$ cat src/rtl/uart_tx_engine.sv
// UART transmit framing engine: start, 8 data bits LSB first, optional even parity, stop.
// Defining UART_TX_PARITY_EN inserts an even parity bit between d[7] and stop.
module uart_tx_engine #(
   parameter int BAUD_DIV = 868
) (
   input  logic       clk,
   input  logic       rst,
   input  logic       load,
   input  logic [7:0] data,
   output logic       ready,
   output logic       tx,
   output logic       doit,
   output logic       btu
);

`ifdef UART_TX_PARITY_EN
   localparam int FRAME_BITS = 11;
`else
   localparam int FRAME_BITS = 10;
`endif
   localparam int TW = (BAUD_DIV > 1) ? $clog2(BAUD_DIV) : 1;
   localparam logic [TW-1:0] T_LAST   = TW'(BAUD_DIV - 1);
   localparam logic [3:0]    IDX_LAST = 4'(FRAME_BITS - 1);

   typedef enum logic {IDLE, SEND} state_t;

   state_t                state, state_nxt;
   logic [FRAME_BITS-1:0] shreg;
   logic [FRAME_BITS-1:0] frame;
   logic [TW-1:0]         timer;
   logic [3:0]            bit_idx;
   logic                  accept;
   logic                  last_bit;

`ifdef UART_TX_PARITY_EN
   assign frame = {1'b1, ^data, data, 1'b0};
`else
   assign frame = {1'b1, data, 1'b0};
`endif

   assign accept   = load && ready;
   assign last_bit = btu && (bit_idx == IDX_LAST);

   always_ff @(posedge clk or posedge rst) begin
      if (rst) state <= IDLE;
      else     state <= state_nxt;
   end

   always_comb begin
      state_nxt = state;
      case (state)
         IDLE: if (accept)   state_nxt = SEND;
         SEND: if (last_bit) state_nxt = IDLE;
         default:            state_nxt = IDLE;
      endcase
   end

   always_comb begin
      ready = (state == IDLE);
      doit  = (state == SEND);
      btu   = (state == SEND) && (timer == T_LAST);
   end

   // tx is registered from the value shreg[0] takes after this edge, so it equals shreg[0] during SEND
   always_ff @(posedge clk or posedge rst) begin
      if (rst) begin
         shreg   <= '0;
         timer   <= '0;
         bit_idx <= '0;
         tx      <= 1'b1;
      end else if (state == IDLE) begin
         timer   <= '0;
         bit_idx <= '0;
         if (accept) begin
            shreg <= frame;
            tx    <= 1'b0;
         end else begin
            tx    <= 1'b1;
         end
      end else if (btu) begin
         timer   <= '0;
         shreg   <= {1'b1, shreg[FRAME_BITS-1:1]};
         bit_idx <= bit_idx + 4'd1;
         tx      <= last_bit ? 1'b1 : shreg[1];
      end else begin
         timer   <= timer + 1'b1;
      end
   end

endmodule

$ cat config.mk
export PLATFORM = sky130hd
export DESIGN_NAME = uart_tx_engine
export DESIGN_NICKNAME = d
export VERILOG_FILES = /design/src/rtl/uart_tx_engine.sv
export SDC_FILE = /design/constraint.sdc
export NUM_CORES = 1
export LEC_CHECK = 0
export CORE_MARGIN = 4
export CORE_UTILIZATION = 58
export CTS_BUF_LIST = sky130_fd_sc_hd__clkbuf_8 sky130_fd_sc_hd__clkbuf_16
export CTS_CLUSTER_DIAMETER = 30
export DETAILED_ROUTE_END_ITERATION = 12
export PLACE_DENSITY = 0.85
export SYNTH_ARGS = -nofsm -noshare
export SYNTH_HDL_FRONTEND = slang
export SYNTH_SLANG_ARGS = --single-unit
export TNS_END_PERCENT = 50
$ cat constraint.sdc
create_clock -name clk -period 6.6 [get_ports clk]
set_clock_uncertainty 0.1 [all_clocks]
set_input_delay 1.98 -clock clk [delete_from_list [all_inputs] [get_ports clk]]
set_output_delay 1.98 -clock clk [all_outputs]
set_load 0.005 [all_outputs]
[Yosys cells after proc, flatten, opt, wreduce, memory -nomap -nowiden]
Cells that the tools add are included.
Word-level totals
  register bits after elaboration: 26
  bits in latches: 0
  bits in writable memories: 0
  ROM bits: 0
  bits of input ports: 11
  output and inout bits: 4
  logic and storage cells: 30
  memories kept: 0
Operators by class
  $add $sub $neg: 2
  $mul: 0
  div/mod/pow operators: 0
  order comparisons: 0
  equality and inequality tests: 3
  shifts and indexed selects: 0
  multiplexer cells: 14
  bitwise logic cells: 1
  reduce and logical (&&, ||, !) cells: 5
Operators by type and width (count)
  10-bit two-way mux: 5
  10-bit by 1-bit adder with 10-bit output (second input constant): 1
  10-bit equality test (second input constant): 1
  4-bit two-way mux: 2
  1-bit two-way mux: 6
  4-bit by 1-bit adder with 4-bit output (second input constant): 1
  4-bit equality test (second input constant): 1
  1-bit logical AND: 3
  2-bit != test (second input constant): 1
  1-bit case mux with 2 select lines: 1
  2-bit AND reduction: 1
  2-bit nonzero test: 1
  1-bit NOT: 1

[Depth between registers and ports, before layout]
Gate-level depths: netlist of run 1.
  depth in word-level cells: 6
  gate-level depth with buffers: 6
  mapped depth without buffers: 5

[Worst setup path before layout of run 1]
OpenSTA, ideal clock, no wires.
  path type: register to output
  from: register timer[0]
  to: output btu
  data arrival time: 1452 ps
  required time: 4520 ps
  slack: 3068 ps
  stages on the path, launching flop included: 7
  path buffers: 2
  path through: dfrtp_1 -> ha_1 -> nand4bb_1 -> buf_4 -> or4_4 -> buf_6 -> inv_1
Between the ends
  longest elaborated chain between the ends: 2
RTL lines
  start, declared: line 30  | logic [TW-1:0] timer;
  start signal, assigned: line 86  | timer <= timer + 1'b1;
  10-bit equality test: line 61  | btu = (state == SEND) && (timer == T_LAST);
  1-bit logical AND: line 61
  end, declared: line 13  | output logic btu
No other way between the ends.

[Worst setup path after layout of run 1]
Same ends and word-level chain as after synthesis.

==> impl_metrics.ini, run 1 <==
[layout]
regArea_um2 = 627
syn_to_final_growth_pct = 14.6
drive_gt1_frac = 0.138
nets = 145
antennaDiodeCount = 0
nFillCells = 151
multi_input_area_um2 = 578

[power]
ir_drop_v = 0.000147
power.leakage_nw = 0.587
power_density_nw_per_um2 = 261

[setup_path]
critPathArrivalTime_ns = 2.46
worstSetupPathType = reg2out
critPathCaptureType = output pin
critPathLaunchType = register
crit_path_max_fanout = 10
required_ns = 4.52

[route]
drtIter0Drc = 13
vias = 924
dr.pass1.iters = 4
drc = 0
wirelength_um = 2390
wire_per_inst_um = 15.2
ant_nets = 0
via_per_inst = 5.89

[floorplanning]
io_pins = 15
die_h_um = 54.8
core-area_um2 = 2020
fp.dieArea_um2 = 3000
dieWidth_um = 54.8
rows = 16
initial_core_util = 0.627

[clock_tree]
cts_root_buf = clkbuf_8
cts_resized = 0
clock_sinks = 25
postCtsSetupBuffers = 0
cts_tree = done
clk_latency_ns = 0.26
numCtsBuffers = 3
clockBufferDepth = 2
cts_htree_levels = 1
cts_hold_buf = 0
clk_pin_slew_worst_paths_ns = 0.09

[synth]
yosysSeqAreaShare = 0.494
syn-num-nets = 130
ys_seq_elements = 25
synth_compound_area_frac = 0.175
post_synth_num_cell_types = 37
ys_warn_count = 0
netlist_area_um2 = 1270
synth_flop_cell = dfrtp_1
synth_area_per_cell_um2 = 10.9
synthCells = 116
synthXorXnorAreaFrac = 0.0207
synth_fa_ha_area_frac = 0.0296
synth_edf_count = 0
async_flop_share = 1.00
synth_mux_area_frac = 0.0158
synth-simple-area-share = 0.215
synth_top_family_by_area = simple AND/OR/NAND/NOR gates

[timing]
hold_viol_final = 0
slew_viol_final = 0
setup_viol = 0
fmax_ghz = 0.220
tightest_slew_ns = 0.967
final.setup.worst_slack_ns = 2.06
period_share = 0.688
rsz0062_at_grt = no
slew_headroom = 0.350
period_minus_slack_ns = 4.54
tns_ns = 0

[outcome]
status = finished, final reports clean

[grt]
grt_remaining_overflow = 0
grt.total_usage = 0.194
grt_pass1_wl_um = 4240
grt_max_degree = 26
antenna_found_initial = 0
grt_pass1_vias = 987

[min_path]
hold_path.class = reg2reg

[placed_design]
place.gp.congestion = 0.696
hpwl_um = 1670
dp_slack_ns = 2.40
port-buffer-count = 14

[run]
cap_violations = 0
[final timing paths]
path / startpoint / cells after the start / end / slack [ns]
setup / recovery: timer[0] / 5 / btu / 2.06
hold / removal: timer[0] / 1 / timer[0] / 0.40
setup reg to reg: timer[0] / 4 / timer[5] / 4.31
hold reg to reg: timer[0] / 1 / timer[0] / 0.40
max in group asynchronous: rst / 2 / bit_idx[0] / 3.71
min in group asynchronous: rst / 2 / shreg[7] / 2.12
[critical path, cell delays in order (launching register included)]
cell and delay [ns]:
dfrtp_1 0.40, ha_1 0.24, nand4bb_1 0.37, or4_4 0.61, inv_1 0.08, clkdlybuf4s50_1 0.49
[cell usage in the layout (no fill, tap or decap), types with 2 or more instances in the layout]
| cell type | netlist | layout |
|---|---|---|
| o21ai_0 | 4 | 4 |
| or4_1 | 2 | 2 |
| nor4_1 | 3 | 3 |
| xnor2_1 | 2 | 2 |
| nor2_1 | 4 | 4 |
| o31ai_1 | 4 | 4 |
| nand2b_1 | 11 | 11 |
| clkdlybuf4s50_1 | 0 | 14 |
| or3_1 | 3 | 3 |
| mux2i_1 | 2 | 2 |
| nand3_1 | 4 | 4 |
| dfrtp_1 | 24 | 24 |
| clkbuf_8 | 0 | 3 |
| a21oi_1 | 6 | 6 |
| inv_1 | 8 | 9 |
| nand4_1 | 3 | 3 |
| ha_1 | 3 | 3 |
| nand2_1 | 4 | 4 |
| o221a_2 | 8 | 8 |
[flip-flops by register name, indices dropped and copies added (netlist names)]
name	cells
doit	1
timer	10
tx	1
bit_idx	4
shreg	9
[stage by stage]
step | utilization | hold WS, ns | instances | power [mW] | area (µm²)
after floorplan | - | 0.341 | 116 | 0.272 | 1270
after global placement | 0.697 | 0.366 | 153 | 0.286 | 1410
after detailed placement | 0.697 | 0.380 | 153 | 0.291 | 1410
after CTS | 0.719 | 0.401 | 157 | 0.380 | 1450
after global routing | 0.719 | 0.442 | 157 | 0.405 | 1450
final | 0.719 | 0.399 | 157 | 0.380 | 1450
[routing by layer]
layer / GRT usage / share of wire
met1: 0.241 / 0.48
met2: 0.343 / 0.49
met3: 0.0327 / 0.030
met4: 0.0498 / 0
met5: 0 / 0
[report_power, final]
part / switching [mW] / internal, mW / leakage [nW]
combinational: 0.0409 / 0.0377 / 0.258
clock: 0.0475 / 0.0416 / 0.0269
sequential: 0.0312 / 0.181 / 0.303
total: 0.120 / 0.261 / 0.587
[Yosys cell counts, drive strengths merged, types with 4 or more instances]
master / instances / share of area
a21oi: 6 / 0.024
dfrtp: 24 / 0.47
inv: 8 / 0.024
nand2: 4 / 0.012
nand2b: 11 / 0.054
nand3: 5 / 0.024
nor2: 4 / 0.012
o21ai: 4 / 0.016
o221a: 8 / 0.071
o31ai: 4 / 0.024
or3: 4 / 0.021
or4: 4 / 0.028
[logic make-up after synthesis]
| group | Yosys count |
|---|---|
| fa+ha+maj | 3 |
| buf+inv | 12 |
| compound gates | 27 |
| flops | 25 |
| simple gates | 44 |
| mux | 2 |
| xor+xnor | 3 |
[layout make-up]
class,instances,area share
timing repair buffer,14,0.0964
tap,27,0.0232
inverter,8,0.0207
clock buffer,3,0.0284
sequential,25,0.431
multi-input combinational,79,0.398
clock inverter,1,0.00258
Power figures use the tool's default switching activity.
==> run 2: changes to the inputs <==
--- a/config.mk
+++ b/config.mk
@@ -6,11 +6,11 @@
 export NUM_CORES = 1
 export LEC_CHECK = 0
 export CORE_MARGIN = 4
-export CORE_UTILIZATION = 58
+export CORE_UTILIZATION = 54
 export CTS_BUF_LIST = sky130_fd_sc_hd__clkbuf_8 sky130_fd_sc_hd__clkbuf_16
 export CTS_CLUSTER_DIAMETER = 30
 export DETAILED_ROUTE_END_ITERATION = 12
-export PLACE_DENSITY = 0.85
+export PLACE_DENSITY = 0.8
 export SYNTH_ARGS = -nofsm -noshare
 export SYNTH_HDL_FRONTEND = slang
 export SYNTH_SLANG_ARGS = --single-unit
==> constraint.sdc (replaced) <==
create_clock -name clk -period 4.75 [get_ports clk]
set_clock_uncertainty 0.1 [all_clocks]
set_input_delay 1.425 -clock clk [delete_from_list [all_inputs] [get_ports clk]]
set_output_delay 1.425 -clock clk [all_outputs]
set_load 0.005 [all_outputs]
==> impl_metrics.ini, run 2 (same netlist as run 1, synthesis figures left out) <==
[outcome]
status = finished, final reports clean

[grt]
grt_max_degree = 26
grt_pass1_wl_um = 4120
grt_util_met2 = 0.261
grt_remaining_overflow = 0
gr-usage-met1 = 0.218
grt.total_usage = 0.161
grtUsageMet3 = 0.0483
busiest_layer = met2
antenna_found_initial = 0
grt_pass1_vias = 914

[placed_design]
hpwl_um = 1620
place.gp.congestion = 0.711
port-buffer-count = 14

[run]
cap_violations = 0

[power]
p_int_uw = 363
power.leakage_nw = 0.582
power_switching_uw = 169
pwr-share-seq = 0.556
p_clk_frac = 0.240
p_comb_frac = 0.204
swShare = 0.317
ir_drop_v = 0.000369
power_density_nw_per_um2 = 365

[clock_tree]
clk_pin_slew_worst_paths_ns = 0.09
cts_tree = done
clk_latency_ns = 0.27
clock_sinks = 25
cts_resized = 0
postCtsSetupBuffers = 0
cts_hold_buf = 0
numCtsBuffers = 3
cts_root_buf = clkbuf_8
cts_htree_levels = 1
clockBufferDepth = 2

[layout]
antennaDiodeCount = 0
largest_reg_flops = 10
nets = 145
nFillCells = 185
syn_to_final_growth_pct = 15.0
final_util = 0.653
final_common_cell = dfrtp_1
top_regs = timer: 10 flops, shreg: 9 flops, bit_idx: 4 flops
multi_input_area_um2 = 578
drive_gt1_frac = 0.146
regArea_um2 = 627
regMostFlops = timer
final_cell_mix = dfrtp_1, clkdlybuf4s50_1, nand2b_1

[timing]
slew_headroom = 0.342
period_minus_slack_ns = 4.04
period_share = 0.850
fmax_ghz = 0.248
hold_viol_final = 0
setup_viol = 0
tns_ns = 0
rsz0062_at_grt = no
slew_viol_final = 0
tightest_slew_ns = 0.978

[route]
via_per_inst = 5.81
wirelength_um = 2350
drtIter0Drc = 11
drc = 0
dr.pass1.iters = 4
vias = 918
ant_nets = 0
wire_per_inst_um = 14.8

[floorplanning]
dieWidth_um = 56.5
rows = 17
fp.dieArea_um2 = 3190
die_h_um = 56.5
core-area_um2 = 2230
io_pins = 15
initial_core_util = 0.568

[setup_path]
rrSetupSlack_ns = 2.40
critPathLaunchType = register
worst_path_max_delay_cell = or4_4
critPathArrivalTime_ns = 2.51
required_ns = 3.22
slowest_delay_ns = 0.62
worstSetupPathType = reg2out
crit_path_max_fanout = 10
worstPathCellList = ha_1 > nand4bb_1 > or4_4 > inv_1 > clkdlybuf4s50_1
critPathCaptureType = output pin

[min_path]
hold_path.class = reg2reg
run 2: cell types whose count changed in the layout (fill, tap and decap cells not counted), sizes merged:
cell / before / now
clkinvlp: 0 / 1
inv: 9 / 8
run 2: final timing paths:
path,start,to,cells after the start
min,shreg[9],shreg[9],1
min reg2reg,shreg[9],shreg[9],1
max in group asynchronous,rst,bit_idx[0],2
min in group asynchronous,rst,shreg[7],2
max,timer[0],btu,5
max reg2reg,timer[0],timer[5],4
run 2: through the flow:
step                power, mW  cells  instance area [µm²]  setup slack, ns  hold slack (ns)
finish                  0.532    158                 1460            0.713            0.381
global route            0.565    158                 1460            0.523            0.422
CTS                     0.536    158                 1460            0.717            0.385
detailed placement      0.407    154                 1410             1.05            0.368
global placement        0.398    154                 1410             1.13            0.355
floorplan               0.378    116                 1270             1.77            0.341
run 2: power by group through the flow:
stage | logic [mW] | clock network, mW | registers (mW)
floorplan | 0.0908 | 0 | 0.287
global placement | 0.104 | 0 | 0.294
detailed placement | 0.110 | 0 | 0.297
CTS | 0.110 | 0.131 | 0.295
global route | 0.121 | 0.143 | 0.302
finish | 0.109 | 0.128 | 0.296
run 2: final cells by class:
class | instances | area share
inverter | 8 | 0.0206
timing repair buffer | 14 | 0.0961
multi-input combinational | 79 | 0.396
clock buffer | 3 | 0.0283
tap | 28 | 0.0240
sequential | 25 | 0.430
clock inverter | 1 | 0.00515
run 2: critical path, delay by kind of cell, from the launching register on:
family / cells / cell delay [ns]
buffers and inverters: 2 / 0.59
adders and majority gates: 1 / 0.25
and+or+nand+nor: 2 / 1.01
DFF: 1 / 0.40
run 2: layer usage:
metal / share of wire / wire length [µm] / up-vias
met5: 0 / 0 / -
met4: 0.0068 / 16 / 0
met3: 0.033 / 78 / 2
met2: 0.46 / 1070 / 16
met1: 0.50 / 1180 / 442
li1: - / - / 458
==> run 3: changes to the inputs <==
--- a/config.mk
+++ b/config.mk
@@ -6,11 +6,11 @@
 export NUM_CORES = 1
 export LEC_CHECK = 0
 export CORE_MARGIN = 4
-export CORE_UTILIZATION = 54
+export CORE_UTILIZATION = 49
 export CTS_BUF_LIST = sky130_fd_sc_hd__clkbuf_8 sky130_fd_sc_hd__clkbuf_16
 export CTS_CLUSTER_DIAMETER = 30
 export DETAILED_ROUTE_END_ITERATION = 12
-export PLACE_DENSITY = 0.8
+export PLACE_DENSITY = 0.77
 export SYNTH_ARGS = -nofsm -noshare
 export SYNTH_HDL_FRONTEND = slang
 export SYNTH_SLANG_ARGS = --single-unit
==> constraint.sdc (replaced) <==
create_clock -name clk -period 3.3 [get_ports clk]
set_clock_uncertainty 0.1 [all_clocks]
set_input_delay 0.99 -clock clk [delete_from_list [all_inputs] [get_ports clk]]
set_output_delay 0.99 -clock clk [all_outputs]
set_load 0.005 [all_outputs]
==> impl_metrics.ini, run 3 (same netlist as run 1, synthesis figures left out) <==
[floorplanning]
rows = 18
core-area_um2 = 2480
io_pins = 15
die_h_um = 58.9
fp.dieArea_um2 = 3470
dieWidth_um = 58.9
initial_core_util = 0.512

[setup_path]
required_ns = 2.21
critPathLaunchType = register
worstReg2RegEnd = shreg[1]
worstPathCellList = ha_4 > nand4bb_4 > or4_4 > inv_1 > clkdlybuf4s50_1
worst_path_max_delay_cell = or4_4
r2r_cells = 5
slowest_delay_ns = 0.55
crit_path_max_fanout = 6
worstSetupPathType = reg2out
rrSetupSlack_ns = 1.22
critPathArrivalTime_ns = 2.12
r2r_start = timer[0]
critPathCaptureType = output pin

[route]
wirelength_um = 2550
wire_per_inst_um = 15.3
via_per_inst = 5.88
drc = 0
drtIter0Drc = 17
ant_nets = 0
vias = 982
dr.pass1.iters = 4

[outcome]
status = finished, final reports clean

[layout]
nets = 152
syn_to_final_growth_pct = 21.7
postLayoutCellArea_um2 = 1540
largest_reg_flops = 10
final_common_cell = dfrtp_1
regMostFlops = timer
nFillCells = 208
drive_gt1_frac = 0.219
top_regs = timer: 10 flops, shreg: 9 flops, bit_idx: 4 flops
final_cell_mix = dfrtp_1, clkdlybuf4s50_1, nand2b_1
antennaDiodeCount = 0

[grt]
grt_max_degree = 26
grt_remaining_overflow = 0
antenna_found_initial = 0
grt_pass1_vias = 915
grt.total_usage = 0.161
grt_pass1_wl_um = 4320

[placed_design]
hpwl_um = 1780
dpl_cell_area_um2 = 1440
dp_slack_ns = 0.279
port-buffer-count = 14
place.gp.congestion = 0.852

[clock_tree]
numCtsBuffers = 3
clk_latency_ns = 0.26
cts_tree = done
cts_htree_levels = 1
clockBufferDepth = 2
clk_pin_slew_worst_paths_ns = 0.09
cts_hold_buf = 0
cts_root_buf = clkbuf_8
clock_sinks = 25

[timing]
slew_headroom = 0.378
tns_ns = 0
fmax_ghz = 0.311
period_share = 0.974
hold_viol_final = 0
slew_viol_final = 0
final.setup.worst_slack_ns = 0.0866
tightest_slew_ns = 0.926
setup_viol = 0
period_minus_slack_ns = 3.21

[min_path]
min_from = shreg[9]
hold_depth = 1
hold_path.class = reg2reg
min_to = shreg[9]

[power]
power_uw = 796
p_comb_frac = 0.232
pwr-share-seq = 0.542
power_density_nw_per_um2 = 516
swShare = 0.314
p_int_uw = 547
p_clk_frac = 0.226
power.leakage_nw = 0.622
power_switching_uw = 250
ir_drop_v = 0.000390

[run]
cap_violations = 0
==> run 3: changes by cell type in the layout (fill, tap and decap cells not counted), sizes merged <==
cell,change
clkinvlp,-1
buf,+7
clkinv,+1
==> run 3: worst max-delay path by stage <==
stage | start | endpoint | slack, ns | depth (start not counted)
floorplan | timer[0] | btu | 0.76 | 6
global placement | timer[2] | btu | 0.31 | 4
detailed placement | timer[2] | btu | 0.28 | 4
CTS | timer[0] | btu | 0.03 | 5
global route | timer[6] | btu | -0.007 | 4
finish | timer[0] | btu | 0.09 | 5
==> run 3: cell type report <==
type	count	area, µm²	area share
tap	30	37.5	0.0243
inverter	8	30.0	0.0194
sequential	25	628	0.407
multi-input combinational	79	609	0.395
clock inverter	1	5.00	0.00324
clock buffer	3	41.3	0.0267
timing repair buffer	21	193	0.125
==> run 3: worst max-delay path: cells and delay by family, from the launching register on <==
family        cells  cell delay [ns]
fa+ha+maj         1             0.19
simple gates      2             0.67
flops             1             0.43
buf+inv           2             0.56
==> run 3: timing repair <==
item	4_1_cts	5_1_grt
cloned	0	0
buffers inserted	0	4
endpoints found under the hold margin	0	0
gates resized for setup	1	4
endpoints found under the setup margin	1	1
pin swaps	0	2
==> run 3: routing by layer <==
layer,global-route usage,routed length [µm],vias up
met5,0,0,-
li1,-,-,474
met3,0.0263,69,2
met2,0.263,1270,9
met1,0.227,1200,497
met4,0.0291,12,0
==> run 3: power by group through the flow <==
stage	logic (mW)	clock network (mW)	registers, mW
4_1_cts	0.165	0.184	0.424
5_1_grt	0.207	0.196	0.441
3_5_place_dp	0.157	0	0.429
6_report	0.185	0.180	0.431
2_1_floorplan	0.131	0	0.413
3_3_place_gp	0.150	0	0.422
==> run 3: through the flow <==
| step | utilization | instances | hold slack [ns] |
|---|---|---|---|
| after floorplan | - | 116 | 0.341 |
| after global placement | 0.579 | 159 | 0.353 |
| after detailed placement | 0.579 | 159 | 0.355 |
| after CTS | 0.599 | 163 | 0.377 |
| after global routing | 0.623 | 167 | 0.425 |
| final | 0.623 | 167 | 0.376 |
==> edit, RTL diff (config.mk and constraints of run 1) <==
Add a define of `UART_TX_PARITY_EN`.
--- a/src/rtl/uart_tx_engine.sv
+++ b/src/rtl/uart_tx_engine.sv
@@ -1,5 +1,7 @@
 // UART transmit framing engine: start, 8 data bits LSB first, optional even parity, stop.
 // Defining UART_TX_PARITY_EN inserts an even parity bit between d[7] and stop.
+`define UART_TX_PARITY_EN
+
 module uart_tx_engine #(
    parameter int BAUD_DIV = 868
 ) (
Behaviour: no difference found for any inputs over 10 cycles, from zero or initial values and one cycle with rst high; that may be too few to reach the edited logic, so the function may still have changed.
==> edit against run 1 <==
- global-route usage is 3.2 points lower
- synthesized area is 7.1% higher
- total power is 1.9% higher
- die area is 6.0% higher
- count of clock-buffer cells in the layout stayed put
- sequential cell count is 1 higher
- register-to-register slack better by 0.02 ns
- final area is 6.6% higher
- worst setup slack better by 0.28 ns
- final cell count is 4.5% higher
- sequential power is 2% higher
- wire length is 4.6% lower
- largest power group unchanged
==> edit: results <==
[run_status]
outcome = completed

[synth]
yosysSeqAreaShare = 0.4797
synth-xor-area-share = 0.1096
synthMuxAreaShare = 0.1243
synth_area_leaders = dfrtp_1, mux2_2, xnor2_1
synth_fa_ha_area_frac = 0.02762
ys_types = 30
yosys_warnings = 0
synth_common_cells = dfrtp_1, nor2_1, mux2_2

[finish]
fin_nets = 151
fillCellCount = 170
layout-drive-gt1-share = 0.1691

[pwr]
peakVddDrop_mv = 0.1727
swShare = 0.3002
leakagePower_uw = 0.0006968

[drt]
vias = 903
drtIter0Drc = 24
dr_wl_met3_um = 75
wl_met2_um = 1157
drt-met1-wl_um = 993
top_layer_used = met4
finalWirelength_um = 2285

[sta]
worst_pin_slew_ns = 0.9437

[setup_path]
arrival_ns = 2.18
cpPeakStageDelay_ns = 0.74
cp_slowest_cell = dfrtp_1
worstPathMaxFanout = 17

[place]
dp_hpwl_um = 1744
gp_congestion = 0.7897

[clock_network]
cts_max_path_buffers = 2

[global_routing]
grt_pass1_wl_um = 3967
grt_pass1_vias = 922
grt_max_degree = 27
grt_util_all_layers = 0.1614
==> edit: final timing paths <==
check / depth (start not counted) / slack, ns / start / endpoint
min in group asynchronous: 2 / 2.12 / rst / timer[7]
worst max-delay path: 3 / 2.34 / doit / btu
worst min-delay path: 1 / 0.37 / shreg[10] / shreg[10]
max in group asynchronous: 2 / 3.71 / rst / bit_idx[3]
worst max register to register: 4 / 4.33 / doit / shreg[2]
worst min register to register: 1 / 0.37 / shreg[10] / shreg[10]
==> edit: layout make-up <==
cell class | count | area share
Inverter | 4 | 0.009685
Multi-Input combinational cell | 88 | 0.4278
Clock inverter | 1 | 0.002421
Tap cell | 28 | 0.02260
Sequential cell | 26 | 0.4205
Clock buffer | 3 | 0.02663
Timing Repair Buffer | 14 | 0.09040
==> edit: worst register-to-register path: cells and delay by family (launching register included) <==
family / cells / cell delay [ns]
simple gates: 1 / 0.18
flops: 1 / 0.74
compound gates: 1 / 0.35
mux: 1 / 0.38
buf+inv: 1 / 0.42
==> edit: logic make-up (layout without fill, tap and decap cells) <==
group | count (synthesis) | after routing
and+or+nand+nor | 43 | 43
DFF | 26 | 26
xor gates and xnor gates | 17 | 17
muxes | 15 | 15
AOI/OAI and AO/OA | 10 | 10
buffers and inverters | 7 | 22
adders and majority gates | 3 | 3
==> edit: stage by stage <==
stage          setup WS (ns)  instances  instance area [sq um]  power [uW]
2_1_floorplan          3.420        121                   1359       274.7
3_3_place_gp           2.713        160                   1505       297.2
3_5_place_dp           2.651        160                   1505       301.5
4_1_cts                2.322        164                   1550       393.4
5_1_grt                2.197        164                   1550       412.8
6_report               2.344        164                   1550       387.2
==> edit: power groups by stage <==
stage	sequential, uW	combinational [uW]	clock (uW)
final	217	80.8	89.1
after global routing	222	91.8	99.4
after detailed placement	220	81.6	0
after CTS	217	82.3	94.1
after global placement	217	80.1	0
after floorplan	213	62.1	0
==> edit: layer usage <==
metal / vias to the layer above / global-route usage
met4: 0 / 0.1085
met3: 6 / 0.02759
met2: 14 / 0.2654
met5: - / 0
met1: 440 / 0.1917
li1: 443 / -
